`config.mk`:
```
export PLATFORM = sky130hd
export DESIGN_NAME = rda_iterative_adder
export DESIGN_NICKNAME = d
export VERILOG_FILES = /design/src/rtl/rda_iterative_adder.sv
export SDC_FILE = /design/constraint.sdc
export NUM_CORES = 1
export LEC_CHECK = 0
export CAP_MARGIN = 10
export CORE_ASPECT_RATIO = 1.5
export CORE_MARGIN = 4
export CORE_UTILIZATION = 55
export DETAILED_ROUTE_END_ITERATION = 10
export PLACE_DENSITY = 0.76
export SYNTH_ARGS = -nofsm -noshare
export SYNTH_HDL_FRONTEND = slang
export SYNTH_SLANG_ARGS = --single-unit
```
`constraint.sdc`:
```
create_clock -name clk -period 4.45 [get_ports clk]
set_clock_uncertainty 0.05 [all_clocks]
set_input_delay 1.1125 -clock clk [delete_from_list [all_inputs] [get_ports clk]]
set_output_delay 1.1125 -clock clk [all_outputs]
set_load 0.05 [all_outputs]
```
`src/rtl/rda_iterative_adder.sv`:
```
// Multi-cycle recursive-doubling adder: one star-operator prefix round per clock.
// Define RDA_OVERFLOW_EN to add the registered signed-overflow output ovf.
module rda_iterative_adder #(
  parameter int WIDTH = 8
) (
  input  logic             clk,
  input  logic             rst,
  input  logic             start,
  input  logic [WIDTH-1:0] a,
  input  logic [WIDTH-1:0] b,
  input  logic             cin,
  output logic             busy,
  output logic             done,
  output logic [WIDTH-1:0] sum,
  output logic             cout
`ifdef RDA_OVERFLOW_EN
  ,
  output logic             ovf
`endif
);

  localparam int ROUNDS = $clog2(WIDTH) + 1;
  localparam int RW     = (ROUNDS > 1) ? $clog2(ROUNDS) : 1;

  localparam logic [1:0] K = 2'b00;
  localparam logic [1:0] P = 2'b01;
  localparam logic [1:0] G = 2'b11;

  typedef enum logic [1:0] {
    IDLE,
    RUN,
    DONE
  } state_t;

  state_t state;
  state_t state_nxt;

  logic [WIDTH:0][1:0] s;
  logic [WIDTH:0][1:0] s_enc;
  logic [WIDTH:0][1:0] s_rnd;
  logic [WIDTH-1:0]    a_q;
  logic [WIDTH-1:0]    b_q;
  logic [WIDTH-1:0]    c;
  logic [RW-1:0]       r;
  logic                last_rnd;

  assign last_rnd = (r == RW'(ROUNDS - 1));

  // Per-bit kill/propagate/generate from the raw operands
  always_comb begin
    s_enc    = '0;
    s_enc[0] = cin ? G : K;
    for (int i = 0; i < WIDTH; i++) begin
      if (a[i] & b[i])
        s_enc[i+1] = G;
      else if (~a[i] & ~b[i])
        s_enc[i+1] = K;
      else
        s_enc[i+1] = P;
    end
  end

  // One doubling round; reads only the pre-round vector
  always_comb begin
    int d;
    d     = 1 << r;
    s_rnd = s;
    for (int i = 1; i <= WIDTH; i++) begin
      if (i >= d && s[i] == P)
        s_rnd[i] = s[i-d];
    end
  end

  always_comb begin
    c = '0;
    for (int i = 0; i < WIDTH; i++)
      c[i] = s[i][1];
  end

  always_ff @(posedge clk or posedge rst) begin
    if (rst)
      state <= IDLE;
    else
      state <= state_nxt;
  end

  always_comb begin
    state_nxt = state;
    busy      = 1'b0;
    unique case (state)
      IDLE: begin
        if (start)
          state_nxt = RUN;
      end
      RUN: begin
        busy = 1'b1;
        if (last_rnd)
          state_nxt = DONE;
      end
      DONE: begin
        busy      = 1'b1;
        state_nxt = IDLE;
      end
      default: state_nxt = IDLE;
    endcase
  end

  always_ff @(posedge clk or posedge rst) begin
    if (rst) begin
      s    <= '0;
      a_q  <= '0;
      b_q  <= '0;
      r    <= '0;
      sum  <= '0;
      cout <= 1'b0;
      done <= 1'b0;
    end else begin
      done <= 1'b0;
      unique case (state)
        IDLE: begin
          if (start) begin
            a_q <= a;
            b_q <= b;
            s   <= s_enc;
            r   <= '0;
          end
        end
        RUN: begin
          s <= s_rnd;
          r <= r + RW'(1);
        end
        DONE: begin
          sum  <= a_q ^ b_q ^ c;
          cout <= s[WIDTH][1];
          done <= 1'b1;
        end
        default: ;
      endcase
    end
  end

`ifdef RDA_OVERFLOW_EN
  // Signed overflow: carry into the MSB differs from carry out of it
  always_ff @(posedge clk or posedge rst) begin
    if (rst)
      ovf <= 1'b0;
    else if (state == DONE)
      ovf <= c[WIDTH-1] ^ s[WIDTH][1];
  end
`endif

endmodule

```
* Word-level counts from Yosys, hierarchy flattened
Index checks and enable logic that the tools add are counted.
** Word-level totals
- Bits in registers :: 48
- Memories kept :: 0
- Word-level logic and storage cells :: 179
- Bits in writable memories :: 0
- Latch bits :: 0
- Memory bits (read-only) :: 0
** Operators by class
- Add/subtract/negate cells :: 9
- Eq/ne operators :: 21
- Bitwise operators :: 35
- Shifts and indexed selects :: 1
- Multipliers :: 0
- Divide/modulo/power cells :: 0
- Reductions and logical operators :: 23
- Multiplexer cells :: 58
- $lt $le $gt $ge :: 16
** Operators by type and width (count)
- 32-bit by 6-bit < comparator with 1-bit output (second input constant) :: 8
- 4-bit by 32-bit greater-or-equal comparator with 1-bit output (first input constant) :: 4
- 4-bit by 32-bit subtractor with 32-bit output (first input constant) :: 4
- 2-bit 2-to-1 mux :: 36
- 2-bit binary-select mux with 4-bit select :: 8
- 3-bit by 32-bit greater-or-equal comparator with 1-bit output (first input constant) :: 2
- 3-bit by 32-bit subtractor with 32-bit output (first input constant) :: 2
- 18-bit one-hot mux with 2 select lines :: 1
- 2-bit by 32-bit greater-or-equal comparator with 1-bit output (first input constant) :: 1
- 5-bit by 32-bit greater-or-equal comparator with 1-bit output (first input constant) :: 1
- 1-bit by 2-bit left shift with 32-bit output (first input constant) :: 1
- 2-bit by 32-bit subtractor with 32-bit output (first input constant) :: 1
- 5-bit by 32-bit subtractor with 32-bit output (first input constant) :: 1
- 3-bit AND reduction :: 9
- 2-bit inequality test (second input constant) :: 10
- 2-bit by 1-bit == test with 1-bit output (second input constant) :: 9
- 18-bit 2-to-1 mux :: 1
- 1-bit NOT :: 17
- 1-bit AND :: 16
- 8-bit XOR :: 2
- 1-bit 2-to-1 mux :: 10
- 1-bit logical AND :: 8
- 2-bit one-hot mux with 2 select lines :: 2
- 2-bit AND reduction :: 3
- 5 further kinds :: 6

* Logic depth before layout (Yosys ltp)
Gate-level depths: netlist of run 1.
- Depth in word-level cells :: 7
- Gate-level depth with buffers :: 9

* Least setup slack after synthesis of run 1
OpenSTA, ideal clock, no wires.
- Path kind :: register to register
- Start :: reg r[0]
- End :: reg s, in the netlist c[4]
- Buffers on the path :: 1
- Clock period less this slack :: 2207 ps
- Cell stages (with the launch flop) :: 8
- Arrival time :: 2033 ps
- Required time :: 4275 ps
- Setup slack :: 2243 ps
- Cells stage by stage :: dfrtp_1 > inv_1 > ha_1 > buf_6 > xor2_1 > mux4_2 > a32o_1 > mux2_2
** Between the ends
- Word-level cells in the longest chain between the ends :: 7
- Elaborated cells on any way between the ends :: 11
- Classes of those cells :: add/sub: 1; order compare: 1; eq/ne: 1; shift: 1; mux: 5; reduce/logical: 2
** Ends and longest elaborated chain
- from (decl) :: RTL line 44 : logic [RW-1:0] r;
- from (signal assigned) :: RTL line 130 : r <= r + RW'(1);
- 1-bit by 2-bit left shift with 32-bit output (*) :: RTL line 66 : d = 1 << r;
- 4-bit by 32-bit subtractor with 32-bit output :: RTL line 70 : s_rnd[i] = s[i-d];
- 2-bit binary-select mux with 4-bit select :: RTL line 70
- 2-bit 2-to-1 mux (implied by the code) (2 in series) :: RTL line 70
- 2-bit 2-to-1 mux :: RTL line 69 : if (i >= d && s[i] == P)
- 18-bit one-hot mux with 2 select lines :: RTL line 119 : unique case (state)
- to (signal assigned) :: RTL line 124 : s <= s_enc;
- to (signal assigned) :: RTL line 129 : s <= s_rnd;
- to (decl) :: RTL line 38 : logic [WIDTH:0][1:0] s;
Every way passes the cells marked *; elsewhere a longest branch is shown, timed or not. The select of a mux whose other input is x is not followed.
A chain may end at the register's enable or synchronous reset.

* Worst setup path after layout of run 1
- Start :: reg state[1]
- End :: out busy
** Between the ends
- Word-level cells in the longest chain between the ends :: 3
- Elaborated cells on any way between the ends :: 4
- Classes of those cells :: eq/ne: 2; mux: 1; reduce/logical: 1
** Ends and longest elaborated chain
- from (decl) :: RTL line 35 : state_t state;
- from (signal assigned) :: RTL line 84 : state <= state_nxt;
- 2-bit by 1-bit == test with 1-bit output / 2-bit == test (equally long branches) :: RTL line 90 : unique case (state)
- 2-bit OR reduction (no source line) (*)
- 1-bit 2-to-1 mux (*) :: RTL line 90
- to (decl) :: RTL line 12 : output logic busy,
Every way passes the cells marked *; elsewhere a longest branch is shown, timed or not.

==> results.ini, run 1 <==
[sta]
slew_headroom_pct=31.9
hold_violations=0
tightest_slew_ns=0.993
tns_ns=0
fin_crit_ns=3.01
max_freq_ghz=0.332
finalSetupViolCount=0
timing.final.crit_share_pct=67.8
slew_violations=0
setup_ws_ns=1.44
rsz0062_at_grt=no

[finish]
final_cell_mix=47 x dfrtp_1, 30 x clkdlybuf4s50_1, 28 x mux2_2
layout_commonest_cell=dfrtp_1
syn2layout_area_growth_pct=12.0
layout-drive-gt1-share_pct=13.1
nNetsFinal=369
n_antenna_cell=0

[setup_path]
critPathSlowestCell=clkdlybuf4s50_1
reg2reg_depth=6
cp.depth=3
cp_data_arrival_time_ns=1.85
crit_required_ns=3.29
startpoint_type=flip-flop
path_buf_inv=2
reg2reg_slack_ns=1.63
cp-end-kind=primary output
crit_fanout=3
critPathTopFamily=buffers and inverters
worstSetupPathType=reg2out
cp_cell_sequence=inv_1 > ha_1 > clkdlybuf4s50_1
max_stage_delay_ns=0.80

[route]
drt_first_pass_iters=5
routed_wl_um=8280
drc=0
drt_iter0_drc=202
vias_per_cell=6.21
vias=2528
ant_nets=0
post_drt_wl_per_cell_um=20.3

[clock_network]
post-cts-setup-buffer-count=0
cts_root_buffer=clkbuf_8
clk-insertion-delay-late_ns=0.30
tritoncts=done
cts_inserted_buffers=5
ctsHtreeMaxLevel=2
ctsResizeCount=0
clock-sinks=47
clk_pin_slew_ns=0.08
cts_buffer_depth=2
hold_buffers=0

[pwr]
seqPwrFrac_pct=27.4
power.switching_w=0.00149
p_clk_share_pct=11.4
combPwrFrac_pct=61.3
ir_drop_v=0.000575
pwr_density_cell_nw_per_um2=895
leakage_nw=1.49
intPower_w=0.00174
switching_share_pct=46.2

[logic_synthesis]
synth_adder_area_share_pct=5.04
synthSimpleGateAreaFrac_pct=14.6
synth_compound_area_share_pct=13.0
synthesis.instances=317
yosysUniqueCellTypes=52
yosysWarnings=0
ys_ff_latch=47
synthMuxAreaShare_pct=20.2
synthXorXnorAreaFrac_pct=4.89
syn_area_um2=3220
synth_edf_count=0
syn_nets=350
ys_seq_area_share_pct=36.5
synthArstFlopShare_pct=100
synth_top_family_by_area=multiplexers
syn_area_per_cell_um2=10.2
yosys_most_used_dff=dfrtp_1

[grt]
grt_pass1_vias=2556
grt_start_max_net_pins=48
grt_overflow_total=0
antenna_found_initial=0
grt_usage_pct=24.4
grt_pass1_wl_um=13500

[status]
outcome=finished, final reports clean

[place]
pre_cts_ws_ns=1.32
dp_hpwl_um=6040
place_congestion=0.938
portBuffers=30

[floorplan]
die_area_um2=7180
die_w_um=70.5
coreArea_um2=5570
io_pins=31
rows=33
initial_core_util_pct=57.8
chipHeight_um=102

[hold_path]
whs_path_depth=1
hold_path.class=reg2reg

[flow_run]
maxCapViolations=0

## sequential cells by signal, summed over array words and instances (netlist names)
name	cells
r	2
cout	1
c	7
sum	8
s	10
a_q	8
b_q	8
done	1
state	2
## metrics by stage
| step | instance area, µm² | hold WS (ns) | utilization (%) | total power [W] | instances |
|---|---|---|---|---|---|
| after CTS | 3610 | 0.464 | 64.8 | 0.00322 | 407 |
| final | 3610 | 0.460 | 64.8 | 0.00323 | 407 |
| after global routing | 3610 | 0.478 | 64.8 | 0.00345 | 407 |
| after global placement | 3480 | 0.439 | 62.4 | 0.00280 | 399 |
| after floorplan | 3220 | 0.451 | - | 0.00242 | 317 |
| after detailed placement | 3480 | 0.446 | 62.4 | 0.00284 | 399 |
## worst paths after layout
kind                                            from            endpoint
worst min-delay path              sum[6]$_DFFE_PP0P_  sum[6]$_DFFE_PP0P_
worst max-delay path            state[1]$_DFFE_PP0P_                busy
worst max register to register      r[0]$_DFFE_PP0P_    c[4]$_DFFE_PP0P_
min in group asynchronous                        rst  sum[1]$_DFFE_PP0P_
max in group asynchronous                        rst    c[5]$_DFFE_PP0P_
worst min register to register    sum[6]$_DFFE_PP0P_  sum[6]$_DFFE_PP0P_
## per-layer routing
metal	share of wire [%]	GRT usage, %
met1	41	30.6
met2	51	43.1
met3	5.7	3.08
met4	2.1	9.00
met5	0	0
## power by group through the flow
stage	sequential, W	combinational, W	clock, W
global route	0.000910	0.00215	0.000393
global placement	0.000880	0.00192	0
finish	0.000885	0.00198	0.000367
detailed placement	0.000889	0.00195	0
CTS	0.000880	0.00196	0.000378
floorplan	0.000939	0.00148	0
## area by class of cell
cell class | instances | area (µm²)
Tap cell | 70 | 87.6
Clock inverter | 2 | 60.1
Timing Repair Buffer | 31 | 308
Fill cell | 458 | 1960
Multi-Input combinational cell | 239 | 1860
Sequential cell | 47 | 1180
Inverter | 12 | 45.0
Clock buffer | 6 | 72.6
## cell usage after synthesis, drive strengths merged (6+ instances only)
library cell | number | share of area (%)
buf | 7 | 2.3
nor3 | 7 | 1.2
o21ai | 14 | 2.2
a21oi | 19 | 2.9
ha | 13 | 5.0
nand2b | 6 | 1.2
xnor2 | 17 | 4.6
mux2 | 29 | 10
dfrtp | 47 | 36
nand2 | 20 | 2.3
mux2i | 22 | 6.8
inv | 12 | 1.4
nand3b | 6 | 1.4
clkbuf | 12 | 2.0
nor2 | 21 | 2.4
## cells by family (layout without fill, tap and decap cells)
logic type,after synthesis,in the layout
XOR/XNOR,18,18
buffers and inverters,31,51
adder cells (fa/ha/maj),13,13
AO/OA/AOI/OAI,64,64
AND/OR/NAND/NOR,89,89
multiplexers,55,55
flip-flops,47,47
Note: power is estimated with default switching activity, not from simulation.
==> inputs of run 2 (changes only) <==
Clock period 4.45 ns to 2.8 ns, I/O delays scaled along.
==> results.ini, run 2 (synthesized netlist as in run 1, its figures left out) <==
[status]
outcome=finished, final reports clean

[floorplan]
io_pins=31
chipHeight_um=102
rows=33
die_area_um2=7180
initial_core_util_pct=57.8
coreArea_um2=5570
die_w_um=70.5

[finish]
final_util_pct=66.4
nNetsFinal=379
n_antenna_cell=0
layout_commonest_cell=dfrtp_1
largest_reg_flops=10
syn2layout_area_growth_pct=14.7
fill_cells=433
layout-drive-gt1-share_pct=15.6
final_cell_mix=47 x dfrtp_1, 30 x clkdlybuf4s50_1, 28 x mux2_2
top_register=s

[sta]
max_freq_ghz=0.384
rsz0062_at_grt=no
tightest_slew_ns=0.615
timing.final.crit_share_pct=93.1
slew_violations=0
tns_ns=0
slew_headroom_pct=59.0
fin_crit_ns=2.61
finalSetupViolCount=0
hold_violations=0

[place]
portBuffers=30
dp_hpwl_um=6380
place_congestion=0.942

[route]
vias=2651
ant_nets=0
drt_first_pass_iters=4
vias_per_cell=6.36
post_drt_wl_per_cell_um=20.5
drt_iter0_drc=241
routed_wl_um=8560
drc=0

[setup_path]
critPathTopFamily=buffers and inverters
critPathSlowestCell=clkdlybuf4s50_1
crit_required_ns=2.05
max_stage_delay_ns=0.79
path_buf_inv=2
cp_data_arrival_time_ns=1.86
reg2reg_slack_ns=0.41
cp_cell_sequence=inv_1 > ha_1 > clkdlybuf4s50_1
startpoint_type=flip-flop
crit_fanout=3
cp-end-kind=primary output
worstSetupPathType=reg2out

[clock_network]
cts_inserted_buffers=5
ctsResizeCount=0
clk_pin_slew_ns=0.09
cts_buffer_depth=2
hold_buffers=0
cts_root_buffer=clkbuf_8
ctsHtreeMaxLevel=2
clock-sinks=47
clk-insertion-delay-late_ns=0.30
post-cts-setup-buffer-count=0
tritoncts=done

[grt]
antenna_found_initial=0
grt_start_max_net_pins=48
grt_usage_pct=24.4
grt_overflow_total=0
grt_pass1_wl_um=13500
grt_pass1_vias=2541

[pwr]
ir_drop_v=0.000999
leakage_nw=1.54
pwr_density_cell_nw_per_um2=1420

[flow_run]
maxCapViolations=0

[hold_path]
hold_path.class=reg2reg

## run 2: cell type report
class,instances,area (µm²),area share [%]
Clock buffer,6,72.6,1.96
Timing Repair Buffer,41,395,10.7
Inverter,12,45.0,1.22
Multi-Input combinational cell,239,1860,50.4
Tap cell,70,87.6,2.37
Sequential cell,47,1180,31.8
Clock inverter,2,60.1,1.62
## run 2: worst reg2reg max path: stages (launching register included)
cell	delay (ns)
dfrtp_1	0.45
inv_1	0.14
ha_1	0.57
xor2_1	0.25
mux4_2	0.34
a32o_1	0.22
mux2_2	0.26
## run 2: per-layer routing
layer  GRT usage (%)  up-vias  wire length, µm  part of all wire [%]
met5               0        -                0                     0
met4            8.55        0              253                   3.0
met3            3.87       27              606                   7.1
met2            41.8      125             4270                    50
met1            31.2     1288             3430                    40
li1                -     1211                -                     -
## run 2: through the flow
stage | hold slack (ns) | cell area, µm² | std cells | worst slack [ns] | power (W)
after floorplan | 0.451 | 3220 | 317 | 0.593 | 0.00385
after global placement | 0.439 | 3570 | 409 | 0.377 | 0.00454
after detailed placement | 0.449 | 3570 | 409 | 0.344 | 0.00463
after CTS | 0.469 | 3700 | 417 | 0.181 | 0.00523
after global routing | 0.485 | 3700 | 417 | 0.133 | 0.00557
final | 0.463 | 3700 | 417 | 0.193 | 0.00526
## run 2: worst paths after layout
kind                                            from                 end  cells after the start
worst max-delay path            state[1]$_DFFE_PP0P_                busy                      3
worst min-delay path              sum[0]$_DFFE_PP0P_  sum[0]$_DFFE_PP0P_                      1
worst max register to register      r[1]$_DFFE_PP0P_    c[4]$_DFFE_PP0P_                      6
worst min register to register    sum[0]$_DFFE_PP0P_  sum[0]$_DFFE_PP0P_                      1
max in group asynchronous                        rst  a_q[2]$_DFFE_PP0P_                      3
min in group asynchronous                        rst  b_q[7]$_DFFE_PP0P_                      3
## run 2: power by group
| group | total, W | switching [W] | internal, W | leakage [nW] |
|---|---|---|---|---|
| sequential | 0.00141 | 0.000396 | 0.00101 | 0.553 |
| combinational | 0.00326 | 0.00179 | 0.00148 | 0.923 |
| clock | 0.000589 | 0.000232 | 0.000357 | 0.0654 |
==> inputs of run 3 (changes only) <==
Settings changed: ABC_AREA set to 0, CTS_CLUSTER_SIZE set to 8.
==> results of run 3 <==
The final DEF is identical to that of run 2; final timing and power are the same.
